===== src/rtl/instr_fetch_queue.sv =====
// rtl/instr_fetch_queue.sv - fetch PC owner and prefetch FIFO feeding decode
module instr_fetch_queue #(
   parameter int          DEPTH    = 4,
   parameter logic [31:0] RESET_PC = 32'h0000_0000
) (
   input  logic        clk,
   input  logic        rst_n,
   output logic [31:0] rom_addr,
   input  logic [31:0] rom_data,
   input  logic        redirect_valid,
   input  logic [31:0] redirect_pc,
   output logic        if_valid,
   input  logic        if_ready,
   output logic [31:0] if_instr,
   output logic [31:0] if_pc
);

   localparam int          AW         = $clog2(DEPTH);
   localparam logic [AW:0] FULL_COUNT = (AW+1)'(DEPTH);

   logic [31:0]   fetch_pc;
   logic [63:0]   mem [DEPTH];
   logic [AW-1:0] wr_ptr;
   logic [AW-1:0] rd_ptr;
   logic [AW:0]   count;
   logic          pop;
   logic          push;

   // A full queue can still accept a word when the head leaves in the same cycle;
   // a redirect suppresses the push because the fetched word is on the old path.
   assign pop      = if_valid & if_ready;
   assign push     = ~redirect_valid & ((count < FULL_COUNT) | pop);
   assign rom_addr = fetch_pc;
   assign if_valid = (count != '0);
   assign {if_pc, if_instr} = mem[rd_ptr];

   // Entry storage: captures {pc, instr} at the write pointer, cleared on reset
   always_ff @(posedge clk or negedge rst_n) begin
      if (!rst_n) begin
         for (int i = 0; i < DEPTH; i++) begin
            mem[i] <= '0;
         end
      end else if (push) begin
         mem[wr_ptr] <= {fetch_pc, rom_data};
      end
   end

   // Fetch PC, pointers and occupancy; a redirect flushes and wins over push/pop
   always_ff @(posedge clk or negedge rst_n) begin
      if (!rst_n) begin
         fetch_pc <= RESET_PC;
         wr_ptr   <= '0;
         rd_ptr   <= '0;
         count    <= '0;
      end else if (redirect_valid) begin
         fetch_pc <= redirect_pc & 32'hFFFF_FFFC;
         wr_ptr   <= '0;
         rd_ptr   <= '0;
         count    <= '0;
      end else begin
         if (push) begin
            wr_ptr   <= wr_ptr + AW'(1);
            fetch_pc <= fetch_pc + 32'd4;
         end
         if (pop) begin
            rd_ptr <= rd_ptr + AW'(1);
         end
         case ({push, pop})
            2'b10:   count <= count + (AW+1)'(1);
            2'b01:   count <= count - (AW+1)'(1);
            default: count <= count;
         endcase
      end
   end

endmodule


===== config.mk =====
export PLATFORM = sky130hd
export DESIGN_NAME = instr_fetch_queue
export DESIGN_NICKNAME = d
export VERILOG_FILES = /design/src/rtl/instr_fetch_queue.sv
export SDC_FILE = /design/constraint.sdc
export NUM_CORES = 1
export LEC_CHECK = 0
export ABC_AREA = 1
export CAP_MARGIN = 20
export CORE_ASPECT_RATIO = 1.5
export CORE_MARGIN = 4
export CORE_UTILIZATION = 40
export DETAILED_ROUTE_END_ITERATION = 7
export PLACE_DENSITY = 0.58
export SYNTH_ARGS = -nofsm -noshare
export SYNTH_HDL_FRONTEND = slang
export SYNTH_SLANG_ARGS = --single-unit
export TNS_END_PERCENT = 30

===== constraint.sdc =====
create_clock -name clk -period 2.8 [get_ports clk]
set_input_delay 0.56 -clock clk [delete_from_list [all_inputs] [get_ports clk]]
set_output_delay 0.56 -clock clk [all_outputs]
set_load 0.05 [all_outputs]

Word-level counts from Yosys, hierarchy flattened:

Index checks and enable logic that the tools add are counted.
Widths: inputs -> output; s select.

* add/sub/neg operators: 5
* order comparisons: 4
* equality and inequality tests: 2
* mux-type cells: 14
* bitwise gates (word level): 6
* reduce and logical (&&, ||, !) cells: 5

Operators with widths (number)
* $bwmux 256: 1
* $mux 64: 3
* $bmux 64 s2: 1
* $demux 64 s2: 1
* $mux 32: 2
* $add 32x3->32 const B: 1
* $mux 2: 4
* $ge 3x3->1 const B: 2
* $not 2->3: 2
* $pmux 3 s2: 1
* $reduce_bool 3->1: 2
* $add 2x1->2 const B: 2
* $reduce_bool 2->1: 2
* $add 3x1->3 const B: 1
* $lt 3x1->1 const B: 1
* $lt 3x3->1 const B: 1
* $mux 3: 1
* $sub 3x1->3 const B: 1
* $and 1x1->1: 2
* $eq 2x1->1 const B: 1
* $eq 2x2->1 const B: 1
* $logic_and 1x1->1: 1
* $not 1->1: 1
* $or 1x1->1: 1

* register bits after elaboration: 295
* input port bits: 68
* word-level logic and storage cells: 44

Depth between registers and ports, before layout:

* depth after elaboration: 7
* mapped depth: 10

Worst setup path after synthesis:

Ideal clock, no wire load.

* path kind: register -> output
* from: register rd_ptr[0]
* to: output port if_instr[11]
* data arrival time: 1.771 ns
* setup slack: 0.469 ns
* stages on the path, launching flop included: 6
* buffers on the path: 3
* cells stage by stage: dfrtp_1 buf_2 buf_2 clkbuf_1 nor2_1 o22ai_1

* cells in the longest elaborated chain, start to end: 4

RTL lines
* start: declaration: line 24 `logic [AW-1:0] rd_ptr;`
* start signal: assignment: line 66 `rd_ptr <= rd_ptr + AW'(1);`
* $not 2->3 (not written as such): line 35 `assign {if_pc, if_instr} = mem[rd_ptr];`
* $bmux 64 s2: line 35
* $mux 64 (not written as such) (2 in series): line 35
* end: declaration: line 14 `output logic [31:0] if_instr,`

No other way between the ends. The select of a mux whose other input is x is not followed.

Worst setup path in the final report:

* from: register rd_ptr[0]
* to: output port if_instr[30]

Same word-level chain as after synthesis.

==> metrics.csv <==
stage,metric,value,unit
outcome,status,"finished, final reports clean",
synth,"count leader, synth",nand2_1,
cts,Root Driver,clkbuf_16,
synth,"top cells by area, synth","dfrtp_1 54%, o21ai_0 14%, nand2_1 11%, nor2_1 4.9%, o22ai_1 3.0%",
timing,RSZ-0062 raised after global routing,yes,
route,routed vias/inst,5.201,
timing,FMAX,0.3610,GHz
final_layout,Nets,1774,
final_layout,area grow syn2layout,29.84,%
synth,Seq cells post-synth,285,
synth,top-area cell type share of the netlist area,54.50,%
final_layout,Antenna Diode Count,0,
route,Via Count,11080,
worst_setup_path,"Data required, critical path",2.24,ns
power_and_ir_drop,pwr/cell area,1104,mW/mm^2
synth,"EDFF count, synth",0,
cts,CTS Buf Count,28,
timing,min Tclk post-route,2.770,ns
synth,Post-synth top cells,"389 x nand2_1, 374 x o21ai_0, 285 x dfrtp_1, 170 x nor2_1, 76 x inv_1",
timing,final setup fails,0,
global_route,grt ovf,0,
timing,Fin Setup TNS,0,ns
global_route,via count of the first global-routing pass,11020,
timing,post-route clock period utilization,98.93,%
floorplanning,core area,0.03203,mm^2
synth,YS warnings,0,
global_route,global-route wire length before repair,58750,um
synth,register area share after synthesis,54.50,%
final_layout,fill count,3039,
final_layout,final instance area,0.01699,mm^2
route,Initial DRC Count,635,
route,remaining antenna violation count,0,
power_and_ir_drop,Sw Ratio,38.40,%
placement,Post-DP Area,0.01577,mm^2
floorplanning,Die ar.,0.03573,mm^2
floorplanning,die width,155.7,um
power_and_ir_drop,Pwr Total,18760,uW
placement,dpl hpwl,23140,um
route,# DRC,0,
timing,clock skew,0.009008,ns
synth,Async SR Flop Fraction,100.0,%
placement,port bufs,158,
route,DR WL/cell,16.76,um
synth,synthesized cell area,0.01309,mm^2
cts,clk slew on worst S/H paths,0.07,ns
synth,post-synth top area cell,dfrtp_1,
cts,worst-skew pair later-pin latency,0.54,ns
floorplanning,IO Count,165,
worst_setup_path,Critical Path Fanout Max,72,
worst_setup_path,WS Path Type,flip-flop to output port,
worst_setup_path,Crit path arrival time,2.21,ns
route,WL final,35720,um
power_and_ir_drop,power share of the clock group,21.7,%
timing,Max Slew Vio Count,0,
floorplanning,FP Rows,80,
power_and_ir_drop,internal power,11550,uW
cts,clk sinks,285,
floorplanning,Vert. Die Dim,229.5,um
global_route,Total GRT Usage,19.99,%
timing,Max-slew headroom,59.47,%
worst_setup_path,Worst setup SP type,flip-flop,
hold_path,min-delay worst type,flip-flop to flip-flop,
synth,Netlist cell types,32,
power_and_ir_drop,Leak,0.007817,uW
flow_run,Max-Cap Viols,0,
cts,CTS H-tree depth,1,
power_and_ir_drop,"IR drop worst, VDD",0.0006490,V
synth,Mapped Cells,1576,
global_route,initial antenna violation count,0,
power_and_ir_drop,part of the power in registers,35.0,%
route,drt pass-1 iters,5,
synth,dominant synthesized flop cell,dfrtp_1,
worst_setup_path,Worst Setup End Kind,output port,
placement,RePlAce Congestion,0.9468,
timing,Final Hold Fails,0,
final_layout,fraction of layout cells with a size suffix above 1,11.85,%
power_and_ir_drop,Comb power frac,43.2,%
power_and_ir_drop,Net Sw Power,7202,uW
cts,CTS tree,yes,
timing,Least-Margin Pin Slew,0.6080,ns
cts,clock buffer depth,3,
floorplanning,Initial Util,40.86,%
synth,Mean Syn Cell Area,8.303,um^2
global_route,largest net degree at the start of global routing,79,
## cell type report
cell class	count	area (um^2)	area share, %
repair buffers	196	2723	16.02
inverters	83	316.6	1.863
multi-input cells	1106	5295	31.16
clock inverters	15	205.2	1.208
flip-flops and latches	285	7137	42.00
clock buffers	36	802.0	4.720
well taps	410	513.0	3.019
## timing repair
| item | CTS | global route |
|---|---|---|
| gates resized for setup | 17 | 17 |
| setup buffers | 0 | 0 |
| pin swaps | 0 | 0 |
| setup endpoints to repair | 24 | 46 |
| hold endpoints to repair | 5 | 0 |
| hold buffers | 1 | 0 |
## registers in the layout, summed over array words and instances (netlist names)
signal and count:
mem 248, rom_addr 30, count 3, rd_ptr 2
wr_ptr 2
## cells by family (layout without fill, tap and decap cells)
logic type | after synthesis | count (layout) | share of synthesized area (%)
DFF | 285 | 285 | 54.50
xor gates and xnor gates | 9 | 9 | 0.6024
and+or+nand+nor | 608 | 608 | 18.22
adders and majority gates | 6 | 6 | 0.6310
AOI/OAI and AO/OA | 479 | 479 | 19.26
other | 1 | 4 | 0.02866
buffers and inverters | 188 | 330 | 6.760
## through the flow
step / std cells / util, % / hold slack, ns / setup slack (ns)
after floorplan: 1579 / - / 0.2644 / 0.4685
after global placement: 2079 / 49.22 / 0.4604 / 0.4577
after detailed placement: 2079 / 49.22 / 0.4675 / 0.4436
after CTS: 2131 / 52.73 / 0.4834 / -0.02968
after global routing: 2131 / 53.05 / 0.4990 / -0.08545
final: 2131 / 53.05 / 0.4782 / 0.02983
## worst paths after layout
kind                              from      endpoint  slack [ns]  depth (start not counted)
setup / recovery             rd_ptr[0]  if_instr[30]        0.03                          4
hold / removal                mem[145]      mem[145]        0.48                          2
setup reg to reg           rom_addr[2]  rom_addr[26]        0.97                          8
hold reg to reg               mem[145]      mem[145]        0.48                          2
max in group asynchronous        rst_n       mem[12]        1.45                          3
min in group asynchronous        rst_n      mem[250]        0.56                          2
## power by group through the flow
stage | Clock, uW | Combinational, uW | Sequential [uW]
2_1_floorplan | 0 | 4420 | 6570
3_3_place_gp | 0 | 7900 | 6580
3_5_place_dp | 0 | 7980 | 6630
4_1_cts | 4170 | 8110 | 6570
5_1_grt | 4350 | 8750 | 6790
6_report | 4080 | 8100 | 6570
## critical path, stage by stage (launching register included)
cell	delay, ns
dfrtp_4	0.59
buf_12	0.32
o21ai_0	0.16
o22ai_1	0.34
buf_12	0.19
## layout by cell type (no fill, tap or decap), drive strengths merged
cell             n
dfrtp          285
a31oi            1
bufinv           5
clkinv           8
clkdlybuf4s50   95
a21boi           1
o22ai           63
buf            100
xor2             8
o21a             2
inv             83
and2             1
ha               5
xnor2            1
clkinvlp         2
o21ai          391
a22oi           13
fa               1
nand3           32
nor2           179
conb             4
a21oi            7
clkbuf          36
dlygate4sd3      1
o211ai           1
nand4            1
nand2          395
## metal layers
metal	share of wire, %	global-route usage [%]	vias up
li1	-	-	5444
met1	43	26.65	5290
met2	50	34.43	302
met3	4.6	2.342	48
met4	2.4	5.420	0
met5	0	0	-
(Power assumes the default switching activity.)
